`src/rtl/pq_shift_array_pkg.sv`:
```
// Shared types for the shift-register priority queue.
package pq_shift_array_pkg;

    // Head ordering: MAX_PQ keeps the largest key at the head, MIN_PQ the smallest.
    typedef enum logic {
        MIN_PQ = 1'b0,
        MAX_PQ = 1'b1
    } pq_type_t;

endpackage

```
`src/rtl/pq_shift_array.sv`:
```
// Shift-register priority queue of <key,value> pairs; sorted by key, head in slot 0.
module pq_shift_array
    import pq_shift_array_pkg::*;
#(
    parameter int unsigned KEY_WIDTH   = 8,
    parameter int unsigned VAL_WIDTH   = 8,
    parameter int unsigned PQ_CAPACITY = 15,
    parameter pq_type_t    PQ_TYPE     = MAX_PQ,
    localparam int unsigned CNT_W      = $clog2(PQ_CAPACITY + 1)
) (
    input  logic                 clk,
    input  logic                 rst_n,
    input  logic                 enq,
    input  logic                 deq,
    input  logic [KEY_WIDTH-1:0] key_in,
    input  logic [VAL_WIDTH-1:0] val_in,
    output logic [KEY_WIDTH-1:0] top_key,
    output logic [VAL_WIDTH-1:0] top_val,
    output logic                 top_valid,
    output logic [CNT_W-1:0]     count,
    output logic                 empty,
    output logic                 full,
    output logic                 overflow,
    output logic                 underflow
);

    localparam int unsigned IDX_W = $clog2(PQ_CAPACITY);

    logic                 vld_q [PQ_CAPACITY];
    logic                 vld_d [PQ_CAPACITY];
    logic [KEY_WIDTH-1:0] key_q [PQ_CAPACITY];
    logic [KEY_WIDTH-1:0] key_d [PQ_CAPACITY];
    logic [VAL_WIDTH-1:0] val_q [PQ_CAPACITY];
    logic [VAL_WIDTH-1:0] val_d [PQ_CAPACITY];
    logic [CNT_W-1:0]     count_q, count_d;
    logic                 empty_q, empty_d;
    logic                 full_q, full_d;
    logic                 overflow_q, overflow_d;
    logic                 underflow_q, underflow_d;

    logic [IDX_W-1:0]     ins_p;
    logic                 found;

    // Strict priority compare; equal keys never beat each other, which keeps ties FIFO.
    function automatic logic beats(input logic [KEY_WIDTH-1:0] a,
                                   input logic [KEY_WIDTH-1:0] b);
        return (PQ_TYPE == MAX_PQ) ? (a > b) : (a < b);
    endfunction

    // Next-state for the slot array and status flags.
    always_comb begin
        vld_d       = vld_q;
        key_d       = key_q;
        val_d       = val_q;
        count_d     = count_q;
        overflow_d  = 1'b0;
        underflow_d = 1'b0;
        ins_p       = '0;
        found       = 1'b0;

        if (enq && deq && !empty_q) begin
            // Replace: head leaves, insertion point is taken in the post-shift array.
            ins_p = IDX_W'(PQ_CAPACITY - 1);
            for (int i = 1; i < int'(PQ_CAPACITY); i++) begin
                if (!found && (!vld_q[i] || beats(key_in, key_q[i]))) begin
                    ins_p = IDX_W'(i - 1);
                    found = 1'b1;
                end
            end
            for (int i = 0; i < int'(PQ_CAPACITY) - 1; i++) begin
                if (IDX_W'(i) < ins_p) begin
                    vld_d[i] = vld_q[i+1];
                    key_d[i] = key_q[i+1];
                    val_d[i] = val_q[i+1];
                end
            end
            vld_d[ins_p] = 1'b1;
            key_d[ins_p] = key_in;
            val_d[ins_p] = val_in;
        end else if (enq && !deq && full_q) begin
            overflow_d = 1'b1;
        end else if (enq) begin
            // Plain insert (also covers replace on an empty queue); tail slot is free.
            for (int i = 0; i < int'(PQ_CAPACITY); i++) begin
                if (!found && (!vld_q[i] || beats(key_in, key_q[i]))) begin
                    ins_p = IDX_W'(i);
                    found = 1'b1;
                end
            end
            for (int i = 1; i < int'(PQ_CAPACITY); i++) begin
                if (IDX_W'(i) > ins_p) begin
                    vld_d[i] = vld_q[i-1];
                    key_d[i] = key_q[i-1];
                    val_d[i] = val_q[i-1];
                end
            end
            vld_d[ins_p] = 1'b1;
            key_d[ins_p] = key_in;
            val_d[ins_p] = val_in;
            count_d      = count_q + CNT_W'(1);
        end else if (deq && !empty_q) begin
            for (int i = 0; i < int'(PQ_CAPACITY) - 1; i++) begin
                vld_d[i] = vld_q[i+1];
                key_d[i] = key_q[i+1];
                val_d[i] = val_q[i+1];
            end
            vld_d[PQ_CAPACITY-1] = 1'b0;
            key_d[PQ_CAPACITY-1] = '0;
            val_d[PQ_CAPACITY-1] = '0;
            count_d              = count_q - CNT_W'(1);
        end else if (deq) begin
            underflow_d = 1'b1;
        end

        empty_d = (count_d == '0);
        full_d  = (count_d == CNT_W'(PQ_CAPACITY));
    end

    // State registers; reset clears every slot and flag.
    always_ff @(posedge clk or negedge rst_n) begin
        if (!rst_n) begin
            for (int i = 0; i < int'(PQ_CAPACITY); i++) begin
                vld_q[i] <= 1'b0;
                key_q[i] <= '0;
                val_q[i] <= '0;
            end
            count_q     <= '0;
            empty_q     <= 1'b1;
            full_q      <= 1'b0;
            overflow_q  <= 1'b0;
            underflow_q <= 1'b0;
        end else begin
            vld_q       <= vld_d;
            key_q       <= key_d;
            val_q       <= val_d;
            count_q     <= count_d;
            empty_q     <= empty_d;
            full_q      <= full_d;
            overflow_q  <= overflow_d;
            underflow_q <= underflow_d;
        end
    end

    assign top_key   = key_q[0];
    assign top_val   = val_q[0];
    assign top_valid = vld_q[0];
    assign count     = count_q;
    assign empty     = empty_q;
    assign full      = full_q;
    assign overflow  = overflow_q;
    assign underflow = underflow_q;

endmodule

```
`config.mk`:
```
export PLATFORM = sky130hd
export DESIGN_NAME = pq_shift_array
export DESIGN_NICKNAME = d
export VERILOG_FILES = /design/src/rtl/pq_shift_array_pkg.sv /design/src/rtl/pq_shift_array.sv
export SDC_FILE = /design/constraint.sdc
export NUM_CORES = 1
export LEC_CHECK = 0
export CAP_MARGIN = 20
export CORE_MARGIN = 2
export CORE_UTILIZATION = 30
export CTS_CLUSTER_DIAMETER = 150
export DETAILED_ROUTE_END_ITERATION = 6
export GPL_TIMING_DRIVEN = 0
export PLACE_DENSITY = 0.43
export SETUP_SLACK_MARGIN = 0.05
export SLEW_MARGIN = 20
export SYNTH_ARGS = -nofsm -noshare
export SYNTH_HDL_FRONTEND = slang
export SYNTH_SLANG_ARGS = --single-unit
```
`constraint.sdc`:
```
create_clock -name clk -period 4.65 [get_ports clk]
set_input_delay 0.93 -clock clk [delete_from_list [all_inputs] [get_ports clk]]
set_output_delay 0.93 -clock clk [all_outputs]
set_load 0.03 [all_outputs]
```
==> flow_metrics.py, run 1 <==
metrics = {
    "drt": {
        "drc_errors": 17,
        "drt_iter0_drc": 2847,
        "wl_per_cell_microns": 32.2,
        "finalWirelength_microns": 105000,
        "dr.pass1.iters": 7,
        "routed-via-count": 20500,
        "via_per_inst": 6.30,
        "ant_nets": 0,
    },
    "logic_synthesis": {
        "ys_types": 88,
        "yosys_warnings": 0,
        "synthCells": 2284,
        "ys.flop_type": "dfrtp_1",
        "synth_simple_gate_area_share_pct": 17.5,
        "ys_top_cells_by_area": "dfrtp_1 (34%), ha_1 (8.0%), nand2_1 (4.8%)",
        "yosysMostFrequentCell": "dfrtp_1",
        "yosys.area.top_type": "dfrtp_1",
        "async_flop_share_pct": 100,
        "syn_area_sq_mm": 0.0192,
        "synth-compound-area-share_pct": 28.9,
        "synth-edff-count": 0,
        "synth_top_family_by_area": "compound AO/OA/AOI/OAI gates",
        "yosysTopAreaCellShare_pct": 34.2,
        "yosysSeqAreaShare_pct": 34.4,
        "syn_avg_cell_area_sq_um": 8.39,
        "synth_xor_area_share_pct": 0.137,
        "synth_adder_area_share_pct": 7.97,
        "ys_ff_latch": 263,
        "synthMuxAreaShare_pct": 4.12,
        "syn_nets": 2426,
        "yosys-top-cells-count": "dfrtp_1 (262), nand2_1 (244), nor2_1 (192)",
    },
    "global_routing": {
        "grtUsageTotal_pct": 31.1,
        "use_met1_pct": 41.7,
        "grt_pass1_wl_microns": 149000,
        "use_met3_pct": 6.49,
        "met2_usage_pct": 47.0,
        "grt_max_degree": 82,
        "gr-total-overflow": 0,
        "grt_busiest_layer": "met2",
        "grt_pass1_vias": 20000,
        "antenna_found_initial": 4,
    },
    "timing": {
        "hold_viol": 0,
        "fin_ws_ps": 10.5,
        "fmax_mhz": 216,
        "fin_crit_ps": 4640,
        "rsz0062_at_grt": "yes",
        "setup-tns-final_ps": 0,
        "fin_skew_ps": 19.7,
        "holdWs_ps": 236,
        "final-max-slew-violation-count": 0,
        "tightest_slew_ps": 1230,
        "setup_viol": 0,
        "fin_crit_sh_pct": 99.8,
        "relSlewSlack_pct": 17.8,
    },
    "worst_setup_path": {
        "slowest_stage": "clkbuf_1",
        "path_common_cell": "clkbuf_1",
        "path_cells": "clkbuf_1, nor2b_1, clkbuf_1, clkbuf_1, clkbuf_1, nand2_1, o22ai_1, clkbuf_1, a22oi_1, a31oi_1",
        "end_kind": "register",
        "cpPeakStageDelay_ps": 730,
        "worstRegToRegCells": 9,
        "crit_fanout": 10,
        "crit_type": "in2reg",
        "crit_arrival_ps": 5100,
        "required_ps": 5110,
        "startpoint_type": "primary input",
    },
    "floorplanning": {
        "die_y_microns": 257,
        "initial_core_util_pct": 30.4,
        "core.rowCount": 92,
        "die_x_microns": 257,
        "ioPinCount": 45,
        "die_area_sq_mm": 0.0659,
        "fp.coreArea_sq_mm": 0.0631,
    },
    "power_and_ir_drop": {
        "vdd_drop_max_v": 0.000329,
        "p_per_area_mw_per_mm2": 658,
        "leakage_nw": 9.36,
        "total_power_mw": 14.8,
    },
    "layout": {
        "nets": 2534,
        "final_cell_area_sq_mm": 0.0225,
        "final_util_pct": 35.7,
        "drive_gt1_share_pct": 11.5,
        "area_delta_synth_final_pct": 17.7,
        "final_cell_count_no_fill": 3263,
    },
    "cts": {
        "numClockSinks": 263,
        "cts_tree": "done",
        "insertion_delay_ps": 560,
        "htree_levels": 2,
        "clock_path_buffers": 3,
        "cts_buffers": 35,
        "cts-root-buf": "clkbuf_16",
        "hold_buffers": 0,
        "clk_pin_slew_ps": 60,
    },
    "placement": {
        "finalWeightedCongestion": 0.968,
        "portBuffers": 41,
        "detailedPlace.worstSlack_ps": -2280,
        "placed_area_sq_mm": 0.0209,
        "hpwl_microns": 78600,
        "placedCellCount": 3182,
    },
    "run_status": {
        "status": "finished with violations",
        "violations": "DRC",
    },
    "flow_run": {
        "maxCapViolations": 0,
    },
    "worst_hold_path": {
        "holdCritPathClass": "in2async",
    },
}
[placed cells by master, fill, tap and decap left out, drive strengths merged, types with 13 or more instances in the layout]
master / netlist / final
dfrtp: 262 / 262
and3: 21 / 21
nor3: 71 / 71
nand3: 62 / 62
clkbuf: 126 / 179
clkdlybuf4s50: 0 / 32
o211ai: 26 / 26
a222oi: 47 / 47
mux2: 33 / 33
o21ai: 117 / 117
a22oi: 97 / 97
a221o: 15 / 15
nand2: 246 / 246
nor2: 193 / 193
nor2b: 19 / 19
a22o: 33 / 33
nand4: 31 / 31
buf: 64 / 103
a32oi: 19 / 19
a211oi: 31 / 31
mux2i: 41 / 41
a221oi: 53 / 53
inv: 130 / 130
a21oi: 176 / 176
nand2b: 14 / 14
ha: 122 / 122
a31oi: 86 / 86
a21o: 13 / 13
[metal layers]
layer	wire (microns)	vias to the layer above
met5	9	-
met3	9210	262
met4	6220	2
li1	-	8817
met2	45300	1165
met1	44400	10300
[worst paths after layout]
kind	startpoint	endpoint	slack [ps]
max in group asynchronous	rst_n	key_q[60]$_DFFE_PN0P_	3170
setup / recovery	deq	key_q[69]$_DFFE_PN0P_	10
setup reg to reg	empty$_DFF_PN1_	key_q[71]$_DFFE_PN0P_	270
hold / removal	rst_n	top_key[5]$_DFFE_PN0P_	240
hold reg to reg	val_q[6]$_DFFE_PN0P_	val_q[6]$_DFFE_PN0P_	510
min in group clk	val_q[6]$_DFFE_PN0P_	val_q[6]$_DFFE_PN0P_	510
[worst max-delay path: cells and delay by family]
kind                   cells  cell delay, ps
buffers and inverters      5            2650
AO/OA/AOI/OAI              3             950
AND/OR/NAND/NOR            2             550
[sequential cells by signal (all words and copies together) (netlist names)]
register	flops
empty	1
top_key	8
overflow	1
top_valid	1
top_val	8
full	1
key_q	112
count	4
underflow	1
vld_q	14
val_q	112
[where the power goes]
| part | switching, mW | internal (mW) |
|---|---|---|
| combinational | 4.28 | 2.69 |
| clock | 1.13 | 1.65 |
| sequential | 1.72 | 3.37 |
[layout make-up]
cell class | count | area [sq um]
clock inverter | 7 | 87.6
antenna | 1 | 2.50
multi-input combinational | 1701 | 11500
sequential | 263 | 6580
clock buffer | 54 | 1040
timing repair buffer | 73 | 858
tap | 846 | 1060
buffer | 188 | 893
inverter | 130 | 490
fill | 6661 | 40500
[kinds of logic after synthesis]
logic type | after synthesis
fa+ha+maj | 122
mux | 74
compound gates | 789
simple gates | 713
buf+inv | 320
xor+xnor | 3
flops | 263
[timing repair]
action                                  4_1_cts  5_1_grt
endpoints found under the setup margin      245      209
gates cloned                                  0        0
setup buffers                                 6       15
gates resized for setup                      51       45
pin swaps                                     3        4
(Power assumes the default switching activity.)
==> inputs of run 2 (changes only) <==
Settings changed: HOLD_SLACK_MARGIN set to 0.08.
==> results of run 2 <==
Same layout as run 1: the final DEF is identical, and so are final timing and power.
